## config.mk

```make
export PLATFORM = sky130hd
export DESIGN_NAME = nvdla_pdp_reg_initiator_flat
export DESIGN_NICKNAME = d
export VERILOG_FILES = /design/src/rtl/nvdla_pdp_reg_initiator_pkg.sv /design/src/rtl/nvdla_pdp_reg_initiator_if.sv /design/src/rtl/nvdla_pdp_reg_initiator.sv /design/src/flat_wrapper.sv
export SDC_FILE = /design/constraint.sdc
export NUM_CORES = 1
export LEC_CHECK = 0
export CAP_MARGIN = 15
export CORE_UTILIZATION = 30
export DETAILED_ROUTE_END_ITERATION = 16
export HOLD_SLACK_MARGIN = 0.03
export PLACE_DENSITY_LB_ADDON = 0.15
export SYNTH_ARGS = -nofsm -noshare
export SYNTH_HDL_FRONTEND = slang
export SYNTH_SLANG_ARGS = --single-unit
```

## constraint.sdc

```tcl
create_clock -name nvdla_core_clk -period 1.75 [get_ports nvdla_core_clk]
set_clock_uncertainty 0.05 [all_clocks]
set_input_delay 0.35 -clock nvdla_core_clk [delete_from_list [all_inputs] [get_ports nvdla_core_clk]]
set_output_delay 0.35 -clock nvdla_core_clk [all_outputs]
set_load 0.01 [all_outputs]
```

## src/rtl/nvdla_pdp_reg_initiator_pkg.sv

```systemverilog
// rtl/nvdla_pdp_reg_initiator_pkg.sv - shared op codes, offsets, field positions and FSM states
package nvdla_pdp_reg_initiator_pkg;

  typedef enum logic [1:0] {
    OP_READ  = 2'b00,
    OP_WRITE = 2'b01,
    OP_FLIP  = 2'b10,
    OP_RSVD  = 2'b11
  } op_e;

  typedef enum logic [2:0] {
    S_IDLE,
    S_ACCESS,
    S_POLL,
    S_WRITE,
    S_RESP
  } state_e;

  localparam logic [11:0] STATUS_OFFS_DEF  = 12'h000;
  localparam logic [11:0] POINTER_OFFS_DEF = 12'h004;

  localparam int STATUS0_LSB  = 0;
  localparam int STATUS1_LSB  = 16;
  localparam int STATUS_W     = 2;
  localparam int PRODUCER_BIT = 0;

  // A group is idle once its 2-bit status field reads back as zero.
  function automatic logic group_idle(input logic [31:0] status, input logic g);
    if (g) return status[STATUS1_LSB +: STATUS_W] == '0;
    return status[STATUS0_LSB +: STATUS_W] == '0;
  endfunction

endpackage

```

## src/rtl/nvdla_pdp_reg_initiator_if.sv

```systemverilog
// rtl/nvdla_pdp_reg_initiator_if.sv - host command/response channels plus register bus
interface nvdla_pdp_reg_initiator_if;
  logic        req_pvld;
  logic        req_prdy;
  logic [1:0]  req_op;
  logic [11:0] req_addr;
  logic [31:0] req_wdat;
  logic        rsp_pvld;
  logic        rsp_prdy;
  logic [31:0] rsp_rdat;
  logic        rsp_err;
  logic [11:0] reg_offset;
  logic        reg_wr_en;
  logic [31:0] reg_wr_data;
  logic [31:0] reg_rd_data;

  modport master (
    input  req_pvld, req_op, req_addr, req_wdat, rsp_prdy, reg_rd_data,
    output req_prdy, rsp_pvld, rsp_rdat, rsp_err, reg_offset, reg_wr_en, reg_wr_data
  );

  modport slave (
    output req_pvld, req_op, req_addr, req_wdat, rsp_prdy, reg_rd_data,
    input  req_prdy, rsp_pvld, rsp_rdat, rsp_err, reg_offset, reg_wr_en, reg_wr_data
  );
endinterface

```

## src/rtl/nvdla_pdp_reg_initiator.sv

```systemverilog
// rtl/nvdla_pdp_reg_initiator.sv - one register access per host command, with status-polling flip
module nvdla_pdp_reg_initiator
  import nvdla_pdp_reg_initiator_pkg::*;
#(
  parameter int          POLL_MAX     = 16,
  parameter logic [11:0] STATUS_OFFS  = STATUS_OFFS_DEF,
  parameter logic [11:0] POINTER_OFFS = POINTER_OFFS_DEF
) (
  input  logic                        nvdla_core_clk,
  input  logic                        nvdla_core_rst,
  nvdla_pdp_reg_initiator_if.master   bus
);

  state_e      state_q;
  logic        is_rd_q;
  logic        g_q;
  logic [7:0]  cnt_q;
  logic [7:0]  cnt_d;
  logic        rsp_pvld_q;
  logic [31:0] rsp_rdat_q;
  logic        rsp_err_q;
  logic [11:0] reg_offset_q;
  logic        reg_wr_en_q;
  logic [31:0] reg_wr_data_q;
  op_e         req_op;

  assign req_op = op_e'(bus.req_op);
  assign cnt_d  = (cnt_q == 8'hFF) ? cnt_q : cnt_q + 8'd1;

  always_ff @(posedge nvdla_core_clk) begin
    if (nvdla_core_rst) begin
      state_q       <= S_IDLE;
      is_rd_q       <= 1'b0;
      g_q           <= 1'b0;
      cnt_q         <= '0;
      rsp_pvld_q    <= 1'b0;
      rsp_rdat_q    <= '0;
      rsp_err_q     <= 1'b0;
      reg_offset_q  <= '0;
      reg_wr_en_q   <= 1'b0;
      reg_wr_data_q <= '0;
    end else begin
      case (state_q)
        S_IDLE: begin
          if (bus.req_pvld) begin
            is_rd_q <= (req_op == OP_READ);
            g_q     <= bus.req_wdat[PRODUCER_BIT];
            cnt_q   <= '0;
            case (req_op)
              OP_READ, OP_WRITE: begin
                reg_offset_q  <= bus.req_addr;
                reg_wr_en_q   <= (req_op == OP_WRITE);
                reg_wr_data_q <= (req_op == OP_WRITE) ? bus.req_wdat : '0;
                state_q       <= S_ACCESS;
              end
              OP_FLIP: begin
                reg_offset_q <= STATUS_OFFS;
                state_q      <= S_POLL;
              end
              default: begin
                rsp_pvld_q <= 1'b1;
                rsp_err_q  <= 1'b1;
                rsp_rdat_q <= '0;
                state_q    <= S_RESP;
              end
            endcase
          end
        end
        S_ACCESS: begin
          rsp_rdat_q    <= is_rd_q ? bus.reg_rd_data : '0;
          rsp_err_q     <= 1'b0;
          rsp_pvld_q    <= 1'b1;
          reg_offset_q  <= '0;
          reg_wr_en_q   <= 1'b0;
          reg_wr_data_q <= '0;
          state_q       <= S_RESP;
        end
        S_POLL: begin
          // The last status read is reported back whether the flip completes or times out.
          if (group_idle(bus.reg_rd_data, g_q)) begin
            rsp_rdat_q    <= bus.reg_rd_data;
            reg_offset_q  <= POINTER_OFFS;
            reg_wr_en_q   <= 1'b1;
            reg_wr_data_q <= {31'b0, g_q};
            state_q       <= S_WRITE;
          end else if (cnt_q == 8'(POLL_MAX - 1)) begin
            rsp_rdat_q   <= bus.reg_rd_data;
            rsp_err_q    <= 1'b1;
            rsp_pvld_q   <= 1'b1;
            reg_offset_q <= '0;
            state_q      <= S_RESP;
          end else begin
            cnt_q <= cnt_d;
          end
        end
        S_WRITE: begin
          reg_offset_q  <= '0;
          reg_wr_en_q   <= 1'b0;
          reg_wr_data_q <= '0;
          rsp_err_q     <= 1'b0;
          rsp_pvld_q    <= 1'b1;
          state_q       <= S_RESP;
        end
        S_RESP: begin
          if (bus.rsp_prdy) begin
            rsp_pvld_q <= 1'b0;
            rsp_err_q  <= 1'b0;
            rsp_rdat_q <= '0;
            state_q    <= S_IDLE;
          end
        end
        default: state_q <= S_IDLE;
      endcase
    end
  end

  // Ready is withheld while reset is held so no command slips in during reset.
  assign bus.req_prdy    = (state_q == S_IDLE) && !nvdla_core_rst;
  assign bus.rsp_pvld    = rsp_pvld_q;
  assign bus.rsp_rdat    = rsp_rdat_q;
  assign bus.rsp_err     = rsp_err_q;
  assign bus.reg_offset  = reg_offset_q;
  assign bus.reg_wr_en   = reg_wr_en_q;
  assign bus.reg_wr_data = reg_wr_data_q;

endmodule

```

## src/flat_wrapper.sv

```systemverilog
// flat-port wrapper written by rule: the top's interface ports become plain ports
module nvdla_pdp_reg_initiator_flat import nvdla_pdp_reg_initiator_pkg::*;
#(
  parameter int          POLL_MAX     = 16,
  parameter logic [11:0] STATUS_OFFS  = STATUS_OFFS_DEF,
  parameter logic [11:0] POINTER_OFFS = POINTER_OFFS_DEF
)
  (nvdla_core_clk, nvdla_core_rst, bus_req_pvld, bus_req_op, bus_req_addr, bus_req_wdat, bus_rsp_prdy, bus_reg_rd_data, bus_req_prdy, bus_rsp_pvld, bus_rsp_rdat, bus_rsp_err, bus_reg_offset, bus_reg_wr_en, bus_reg_wr_data);
  nvdla_pdp_reg_initiator_if bus_i ();
  input  logic nvdla_core_clk;
  input  logic nvdla_core_rst;
  input wire logic [$bits(bus_i.req_pvld)-1:0] bus_req_pvld;
  input wire logic [$bits(bus_i.req_op)-1:0] bus_req_op;
  input wire logic [$bits(bus_i.req_addr)-1:0] bus_req_addr;
  input wire logic [$bits(bus_i.req_wdat)-1:0] bus_req_wdat;
  input wire logic [$bits(bus_i.rsp_prdy)-1:0] bus_rsp_prdy;
  input wire logic [$bits(bus_i.reg_rd_data)-1:0] bus_reg_rd_data;
  output wire logic [$bits(bus_i.req_prdy)-1:0] bus_req_prdy;
  output wire logic [$bits(bus_i.rsp_pvld)-1:0] bus_rsp_pvld;
  output wire logic [$bits(bus_i.rsp_rdat)-1:0] bus_rsp_rdat;
  output wire logic [$bits(bus_i.rsp_err)-1:0] bus_rsp_err;
  output wire logic [$bits(bus_i.reg_offset)-1:0] bus_reg_offset;
  output wire logic [$bits(bus_i.reg_wr_en)-1:0] bus_reg_wr_en;
  output wire logic [$bits(bus_i.reg_wr_data)-1:0] bus_reg_wr_data;
  assign bus_i.req_pvld = bus_req_pvld;
  assign bus_i.req_op = bus_req_op;
  assign bus_i.req_addr = bus_req_addr;
  assign bus_i.req_wdat = bus_req_wdat;
  assign bus_i.rsp_prdy = bus_rsp_prdy;
  assign bus_i.reg_rd_data = bus_reg_rd_data;
  assign bus_req_prdy = bus_i.req_prdy;
  assign bus_rsp_pvld = bus_i.rsp_pvld;
  assign bus_rsp_rdat = bus_i.rsp_rdat;
  assign bus_rsp_err = bus_i.rsp_err;
  assign bus_reg_offset = bus_i.reg_offset;
  assign bus_reg_wr_en = bus_i.reg_wr_en;
  assign bus_reg_wr_data = bus_i.reg_wr_data;
  nvdla_pdp_reg_initiator #(.POLL_MAX(POLL_MAX), .STATUS_OFFS(STATUS_OFFS), .POINTER_OFFS(POINTER_OFFS)) u_core (.nvdla_core_clk(nvdla_core_clk), .nvdla_core_rst(nvdla_core_rst), .bus(bus_i));
endmodule
```

==> summary.md, run 1 <==
| Metric | Value |
|---|---|
| Fin cells | 887 |
| Clock latency on the worst-skew pair | 0.34 ns |
| Post-Syn Area | 4240 sq um |
| Hold WC Path Type | primary input to flop |
| Net Count, Synth | 556 |
| Synth top cells by count | nand2_1 (168), dfxtp_1 (92), mux2i_1 (79), clkbuf_1 (15), a21oi_1 (11) |
| Hold path start | bus_reg_rd_data[0] |
| Clock network fraction of total power | 0.327 |
| Net Sw Power | 1.54 mW |
| Hold Crit Depth | 3 |
| Slowest stage delay, CP | 0.57 ns |
| Max Fclk | 547 MHz |
| Netlist cell types | 59 |
| Failing checks | setup timing |
| Place WS | -0.402 ns |
| Switching share of total power | 0.277 |
| Nets | 785 |
| Row Count | 43 |
| Largest net degree at the start of global routing | 42 |
| Share of layout cells above drive strength 1 | 0.215 |
| CTS root buf | clkbuf_16 |
| Die Footprint | 14,600 sq um |
| Vias in the first global route | 4,278 |
| CP arrival | 2.02 ns |
| Crit Path Category | flop to flop |
| Slew Limit Fails | 0 |
| Area Growth Syn to Fin | 69.9% |
| FF-to-FF End | u_core.bus.rsp_rdat[1] |
| Dpl cells | 834 |
| Nature of the critical path endpoint | flop |
| CTS sink cnt | 92 |
| Number of I/O pins | 162 |
| Critical Path Source Type | flop |
| Synth Area per Inst | 8.97 sq um |
| Inserted Clock Buffers | 9 |
| Status | finished with violations |
| Tightest Pin Transition | 0.419 ns |
| Chip Width | 121 um |
| Worst r2r src | u_core.cnt_q[7] |
| Initial DRC Count | 138 |
| RSZ-0062 raised after global routing | yes |
| DRC | 0 |
| Endpoints failing setup | 40 |
| I/O Buffers | 161 |
| Global-route wire length before repair | 20,100 um |
| Fill count | 1,261 |
| Part of the power in registers | 0.403 |
| CP required | 1.94 ns |
| Max_cap viols | 0 |
| R2R cell count | 7 |
| Critical Path, Cell by Cell | or4_4 > nor2_4 > o211ai_4 > buf_12 > buf_12 > buf_12 > mux2i_1 |
| Worst R2R Setup Slack | -0.08 ns |
| Initial antenna violation count | 1 |
| Pre-antenna DRT Iters | 5 |
| Clock-pin slew of the registers on the worst-case setup and hold paths | 0.07 ns |
| Via count | 4,204 |
| Max-slew headroom at the worst pin | 0.717 |
| Top cell type by total area after synthesis | dfxtp_1 |
| Period utilization | 1.04 |
| Worst path slowest cell | or4_4 |
| H-tree levels | 3 |
| Via density | 4.74 |
| Worst Hold End | u_core.bus.rsp_rdat[0] |
| Tot Pwr | 5.55 mW |
| Final instance area | 7210 sq um |
| Final worst setup slack | -0.0784 ns |
| Hold slack | 0.279 ns |
| Die Y | 121 um |
| Antenna viol nets, final | 0 |
| P_leak | 2.98 nW |
| Syn Inst Count | 473 |
| Internal power | 4.01 mW |
| VDD IR max | 0.422 mV |
| Post-route minimum period | 1.83 ns |
| Ranking of synthesized cells by area | dfxtp_1 (43%), mux2i_1 (19%), nand2_1 (15%) |
| Ys flop type | dfxtp_1 |
| Grt ovf | 0 |
| Hpwl dp | 8650 um |
| Synthesized flop and latch total | 92 |
| Most numerous cell on the critical path | buf_12 |
| CTS Buffer Depth | 2 |
| Final hold violation count | 0 |
| Post-synthesis sequential area ratio | 0.434 |
| Post-DP Area | 6360 sq um |
| Top cell type's share of synthesized area | 0.434 |
| Logic pwr share | 0.269 |
| Most common cell in the synthesized netlist | nand2_1 |
| Final GP Congestion | 0.772 |
| Global Route Usage Sum | 0.174 |
| CTS tree | yes |
| Ys async rst share | 0 |
| Cell Pwr Density | 769 nW/um^2 |
| EDFF count, synth | 0 |
| Total routed wirelength | 13,400 um |
| CORE AREA | 13,800 sq um |
| Crit-path max FO | 7 |
| Initial Util | 0.307 |
| Ys Warns | 0 |
| Drt wl/cell | 15.1 um |
| Hold-fix buffers at CTS | 0 |
power by group through the flow:
| stage | clock (mW) | combinational [mW] | sequential, mW |
|---|---|---|---|
| global route | 1.97 | 1.59 | 2.25 |
| floorplan | 0 | 0.622 | 2.31 |
| detailed placement | 0 | 1.22 | 2.29 |
| CTS | 1.85 | 1.39 | 2.24 |
| finish | 1.82 | 1.49 | 2.24 |
| global placement | 0 | 1.22 | 2.28 |
critical path: cells and delay by family, from the launching register on:
family | cells | cell delay [ns]
compound gates | 1 | 0.10
mux | 1 | 0.12
buf+inv | 3 | 0.39
flops | 1 | 0.35
simple gates | 2 | 0.72
placed cells by master (no fill, tap or decap), types with 3 or more instances in the layout:
cell and instances:
nand2_1 166, clkdlybuf4s50_1 157, dfxtp_1 84, mux2i_1 79
buf_4 62, clkbuf_16 13, buf_6 11, buf_12 10
a21oi_1 9, nand3_1 7, nor2_1 6, dfxtp_2 5
nor2b_1 4, inv_1 4, o21ai_0 3, o2111ai_1 3
nand4_1 3, or3_1 3, clkinv_2 3, dlymetal6s2s_1 3
dfxtp_4 3
how the worst max path moves through the flow:
stage / from / endpoint / depth (start not counted)
6_report: u_core.cnt_q[7] / u_core.bus.rsp_rdat[1] / 7
5_1_grt: u_core.state_q[2] / u_core.bus.rsp_rdat[20] / 8
4_1_cts: u_core.cnt_q[7] / u_core.bus.rsp_rdat[14] / 7
3_5_place_dp: bus_reg_rd_data[17] / u_core.bus.reg_offset[7] / 6
3_3_place_gp: bus_reg_rd_data[16] / u_core.state_q[2] / 6
2_1_floorplan: u_core.state_q[2] / u_core.bus.reg_offset[2] / 5
metrics by stage:
stage / setup TNS (ns) / util
after global placement: -28.82 / 0.460
final: -1.53 / 0.522
after floorplan: 0 / -
after CTS: -1.57 / 0.495
after detailed placement: -31.32 / 0.460
after global routing: -4.30 / 0.522
routing by layer:
layer	vias to the layer above	routed length [um]	GRT usage
met2	113	6570	0.291
met5	-	0	0
met4	0	223	0.0710
li1	2070	-	-
met1	2006	5640	0.203
met3	15	917	0.0578
layout make-up:
type	instances	area (sq um)	share of cell area
Antenna cell	1	2.50	0.000347
Clock inverter	6	40.0	0.00555
Inverter	5	18.8	0.00260
Clock buffer	9	225	0.0312
Timing Repair Buffer	250	2530	0.351
Sequential cell	92	1860	0.258
Tap cell	180	225	0.0312
Multi-Input combinational cell	344	2310	0.320
logic make-up after synthesis:
logic type / Yosys count / synth area share
simple gates: 219 / 0.236
flops: 92 / 0.434
mux: 81 / 0.192
compound gates: 42 / 0.0743
buf+inv: 37 / 0.0590
fa+ha+maj: 2 / 0.00531
timing repair:
action,CTS,global route
resized for setup,26,41
hold endpoints to repair,0,0
endpoints found under the setup margin,88,87
cloned,2,5
pin swaps,5,11
setup buffers,15,18
sequential cells by signal, summed over array words and instances, names as in the netlist, 3 cells and up:
register	cells
u_core.bus.rsp_rdat	32
u_core.bus.reg_wr_data	32
u_core.bus.reg_offset	12
u_core.cnt_q	8
u_core.state_q	3
(Power assumes the default switching activity.)
==> run 2, diff against run 1 <==
SKIP_CTS_REPAIR_TIMING = 1   (was not set)
clock period = 2 ns   (was 1.75 ns; I/O delays follow)
==> run 2 against run 1 <==
Compared with the run above: the run now ends clean; combinational power shrank 31%; global-route usage fell by 0.74 points; clock power up 3%; largest cell class is now multi-input gates; final area shrank 8.7%; highest routed layer unchanged; largest power group unchanged; final cell count decreased by 5.6%; critical path depth shrank 1; die area stayed put; non-clock buffer count fell by 50; critical endpoint is now u_core.bus.rsp_rdat[23]; register-to-register slack gained 0.21 ns; power shrank 12%; sequential power shrank 12%.
==> summary.md, run 2 (synthesized netlist as in run 1, its figures left out) <==
| Metric | Value |
|---|---|
| Largest net degree at the start of global routing | 46 |
| CP arrival | 2.10 ns |
| H-tree levels | 3 |
| Fill count | 1,275 |
| Place WS | -0.187 ns |
| Number of I/O pins | 162 |
| Hold Crit Depth | 2 |
| Status | finished, final reports clean |
| Most common cell after layout, fill and taps aside | nand2_1 |
| Share of layout cells above drive strength 1 | 0.120 |
| Period utilization | 0.934 |
| Clock latency on the worst-skew pair | 0.34 ns |
| Worst r2r src | u_core.state_q[2] |
| R2R cell count | 6 |
| Most numerous cell on the critical path | mux2i_1 |
| Crit-path max FO | 19 |
| Final GP Congestion | 0.812 |
| RSZ-0062 raised after global routing | no |
| I/O Buffers | 161 |
| Clock network fraction of total power | 0.386 |
| CTS sink cnt | 92 |
| Final hold violation count | 0 |
| DRC | 0 |
| FF-to-FF End | u_core.bus.rsp_rdat[23] |
| Nature of the critical path endpoint | flop |
| Switching share of total power | 0.261 |
| CTS tree | yes |
| Cell Pwr Density | 739 nW/um^2 |
| Crit Path Category | flop to flop |
| Crit path to | u_core.bus.rsp_rdat[23] |
| Logic pwr share | 0.211 |
| Post-route minimum period | 1.87 ns |
| Area Growth Syn to Fin | 55.2% |
| Setup TNS | 0 ns |
| Drt wl/cell | 14.0 um |
| # diodes | 0 |
| Slew Limit Fails | 0 |
| Via count | 3,976 |
| CP required | 2.23 ns |
| Hold WC Path Type | flop to flop |
| Critical Path Source Type | flop |
| Internal power | 3.60 mW |
| Tightest Pin Transition | 0.456 ns |
| Chip Width | 121 um |
| Part of the power in registers | 0.403 |
| Hpwl dp | 8480 um |
| Initial DRC Count | 165 |
| Clock-pin slew of the registers on the worst-case setup and hold paths | 0.07 ns |
| Most frequent cells in the layout | nand2_1 (168), clkdlybuf4s50_1 (160), dfxtp_1 (91) |
| Grt ovf | 0 |
| Worst R2R Setup Slack | 0.13 ns |
| Antenna viol nets, final | 0 |
| Pre-antenna DRT Iters | 4 |
| Inserted Clock Buffers | 9 |
| VDD IR max | 0.364 mV |
| Initial Util | 0.307 |
| Via density | 4.75 |
| Net Sw Power | 1.27 mW |
| Die Footprint | 14,600 sq um |
| Die Y | 121 um |
| Initial antenna violation count | 0 |
| Global Route Usage Sum | 0.167 |
| CTS Buffer Depth | 2 |
| CTS root buf | clkbuf_16 |
| Hold path start | u_core.bus.rsp_rdat[31] |
| Global-route wire length before repair | 19,200 um |
| Final worst setup slack | 0.132 ns |
| Worst path slowest cell | dfxtp_1 |
| Total routed wirelength | 11,700 um |
| Max Fclk | 535 MHz |
| Vias in the first global route | 3,984 |
| Endpoints failing setup | 0 |
| Row Count | 43 |
| Slowest stage delay, CP | 0.52 ns |
| Max_cap viols | 0 |
| P_leak | 2.65 nW |
| Nets | 735 |
| Crit path from | u_core.state_q[2] |
| Critical Path, Cell by Cell | buf_4 > mux2i_1 > nand2_1 > o211ai_4 > buf_12 > mux2i_1 |
| CORE AREA | 13,800 sq um |
| Max-slew headroom at the worst pin | 0.693 |
## run 2: cell types whose count changed in the layout (fill, tap and decap cells not counted), sizes merged
cell           delta
buf              -47
clkinv            -3
clkdlybuf4s50     +3
bufinv            +2
diode             -1
dlymetal6s2s      -2
clkbuf            -3
inv               +1
## run 2: power by group through the flow
stage	combinational (mW)	clock [mW]	sequential, mW
6_report	1.03	1.88	1.96
3_3_place_gp	1.03	0	2.00
2_1_floorplan	0.544	0	2.02
5_1_grt	1.11	2.02	1.97
4_1_cts	1.04	1.94	1.96
3_5_place_dp	1.04	0	2.00
## run 2: worst min-delay path by stage
stage	to	slack, ns
finish	u_core.bus.rsp_rdat[31]	0.41
global route	u_core.bus.rsp_rdat[6]	0.43
CTS	u_core.bus.rsp_rdat[31]	0.41
detailed placement	u_core.bus.reg_wr_en	0.40
global placement	u_core.bus.reg_wr_en	0.39
floorplan	u_core.is_rd_q	0.39
## run 2: stage by stage
step | cell area, sq um | total power, mW | instances | util | hold WS, ns
3_3_place_gp | 6250 | 3.03 | 821 | 0.452 | 0.390
3_5_place_dp | 6250 | 3.04 | 821 | 0.452 | 0.401
4_1_cts | 6570 | 4.94 | 837 | 0.475 | 0.411
2_1_floorplan | 4240 | 2.56 | 473 | - | 0.386
5_1_grt | 6590 | 5.10 | 837 | 0.476 | 0.426
6_report | 6590 | 4.87 | 837 | 0.476 | 0.408
## run 2: final cells by class
class | instances | area (sq um) | area share
clock buffers | 10 | 229 | 0.0348
well taps | 180 | 225 | 0.0342
clock inverters | 6 | 96.3 | 0.0146
inverters | 5 | 18.8 | 0.00285
flip-flops and latches | 92 | 1840 | 0.280
multi-input cells | 344 | 2180 | 0.331
repair buffers | 200 | 1990 | 0.303
## run 2: per-layer routing
metal | routed length, um | global-route usage
met1 | 5090 | 0.202
met2 | 5360 | 0.263
met3 | 1020 | 0.0573
met4 | 277 | 0.0802
met5 | 0 | 0
## run 2: worst max-delay path, delay by kind of cell, from the launching register on
kind                   cells  cell delay, ns
muxes                      2            0.45
buffers and inverters      2            0.47
and+or+nand+nor            1            0.15
DFF                        1            0.52
AOI/OAI and AO/OA          1            0.15
==> run 3, diff against run 2 <==
CTS_CLUSTER_SIZE = 28   (was not set)
REMOVE_ABC_BUFFERS = 1   (was not set)
==> run 3 against run 2 <==
Compared with the run above: sequential cell count did not move; highest routed layer unchanged; combinational power hardly changed; setup slack gained 0.031 ns; core utilization increased by 0.11 points; fmax up 1.7%; power is 0.27% lower; register-to-register slack better by 0.06 ns; first-iteration DRC count decreased by 41%; critical path depth unchanged; final cell count down 0.12%.
==> summary.md, run 3 (synthesized netlist as in run 1, its figures left out) <==
| Metric | Value |
|---|---|
| CTS root buf | clkbuf_16 |
| Final GP Congestion | 0.821 |
| Setup TNS | 0 ns |
| Inserted Clock Buffers | 9 |
| Fill count | 1,332 |
| Global Route Usage Sum | 0.164 |
| Worst path slowest cell | clkdlybuf4s50_1 |
| Die Y | 121 um |
| Final hold violation count | 0 |
| Final worst setup slack | 0.163 ns |
| Global-route wire length before repair | 19,000 um |
| CORE AREA | 13,800 sq um |
| Hold WC Path Type | flop to flop |
| CP arrival | 2.06 ns |
| Slew Limit Fails | 0 |
| Switching share of total power | 0.258 |
| CP required | 2.23 ns |
| Final Util | 0.477 |
| Area of the multi-input gates | 2180 sq um |
| # diodes | 0 |
| Critical Path, Cell by Cell | clkdlybuf4s50_1 > or3b_2 > nand3_2 > buf_4 > or4_1 > a21oi_1 |
| Reg area | 1840 sq um |
| Die Footprint | 14,600 sq um |
| Part of the power in registers | 0.405 |
| Slowest stage delay, CP | 0.52 ns |
| Clock latency on the worst-skew pair | 0.34 ns |
| Period utilization | 0.919 |
| Crit-path max FO | 6 |
| I/O Buffers | 161 |
| Post-DP Area | 6270 sq um |
| Number of I/O pins | 162 |
| Clock network fraction of total power | 0.379 |
| Hpwl dp | 8550 um |
| P_leak | 2.66 nW |
| Post-route minimum period | 1.84 ns |
| Logic pwr share | 0.216 |
| Via density | 4.72 |
| Tightest Pin Transition | 0.494 ns |
| Internal power | 3.60 mW |
| Total routed wirelength | 11,700 um |
| Tot Pwr | 4.85 mW |
| Drt wl/cell | 14.0 um |
| Area Growth Syn to Fin | 55.5% |
| Initial antenna violation count | 0 |
| CTS sink cnt | 92 |
| Place WS | -0.225 ns |
| Chip Width | 121 um |
| Initial DRC Count | 97 |
| VDD IR max | 0.401 mV |
| Critical Path Source Type | primary input |
| Max Fclk | 544 MHz |
| RSZ-0062 raised after global routing | no |
| Nets | 735 |
| Status | finished, final reports clean |
| Pre-antenna DRT Iters | 4 |
| Endpoints failing setup | 0 |
| Vias in the first global route | 3,935 |
| Net Sw Power | 1.25 mW |
| Max-slew headroom at the worst pin | 0.667 |
| Cell Pwr Density | 735 nW/um^2 |
| Grt ovf | 0 |
| Via count | 3,949 |
| H-tree levels | 3 |
| CTS tree | yes |
| Antenna viol nets, final | 0 |
| Final instance area | 6600 sq um |
| Nature of the critical path endpoint | flop |
| Initial Util | 0.307 |
| Clock-pin slew of the registers on the worst-case setup and hold paths | 0.07 ns |
| Share of layout cells above drive strength 1 | 0.120 |
| Most common cell after layout, fill and taps aside | nand2_1 |
| Max_cap viols | 0 |
| DRC | 0 |
| Most frequent cells in the layout | nand2_1 (168), clkdlybuf4s50_1 (160), dfxtp_1 (90) |
| Row Count | 43 |
| Largest net degree at the start of global routing | 42 |
| Crit Path Category | primary input to flop |
| CTS Buffer Depth | 2 |
## run 3: cell types whose count changed in the layout (fill, tap and decap cells not counted)
cell / previous run / this run
buf_12: 7 / 9
buf_4: 32 / 30
clkinv_2: 0 / 1
clkinv_4: 1 / 0
clkinvlp_4: 1 / 0
dfxtp_1: 91 / 90
dfxtp_2: 1 / 2
## run 3: worst paths after layout
kind	slack, ns	end	from	depth (start not counted)
max	0.16	u_core.cnt_q[3]	bus_reg_rd_data[16]	6
min	0.40	u_core.bus.reg_wr_en	u_core.bus.reg_wr_en	2
max reg2reg	0.19	u_core.bus.reg_offset[2]	u_core.state_q[1]	4
min reg2reg	0.40	u_core.bus.reg_wr_en	u_core.bus.reg_wr_en	2
## run 3: stage by stage
step / hold WS (ns) / std cells
finish: 0.397 / 836
global route: 0.427 / 836
CTS: 0.403 / 836
detailed placement: 0.390 / 821
global placement: 0.386 / 821
floorplan: 0.380 / 441
## run 3: worst max-delay path: cells and delay by family
family | cells | cell delay (ns)
AO/OA/AOI/OAI | 1 | 0.14
AND/OR/NAND/NOR | 3 | 0.80
buffers and inverters | 2 | 0.71
## run 3: power groups by stage
stage	combinational, mW	clock, mW	sequential, mW
6_report	1.05	1.84	1.97
5_1_grt	1.13	1.98	1.98
4_1_cts	1.06	1.89	1.96
3_5_place_dp	1.06	0	2.00
3_3_place_gp	1.05	0	2.00
2_1_floorplan	0.455	0	2.03
## run 3: cell type report
type,count,area share
Clock buffer,10,0.0347
Clock inverter,5,0.0129
Inverter,5,0.00284
Multi-Input combinational cell,344,0.330
Sequential cell,92,0.279
Tap cell,180,0.0341
Timing Repair Buffer,200,0.306
## run 3: metal layers
layer	up-vias	GRT usage	wire [um]
li1	1964	-	-
met1	1843	0.202	5070
met2	124	0.259	5440
met3	18	0.0550	962
met4	0	0.0748	250
met5	-	0	0
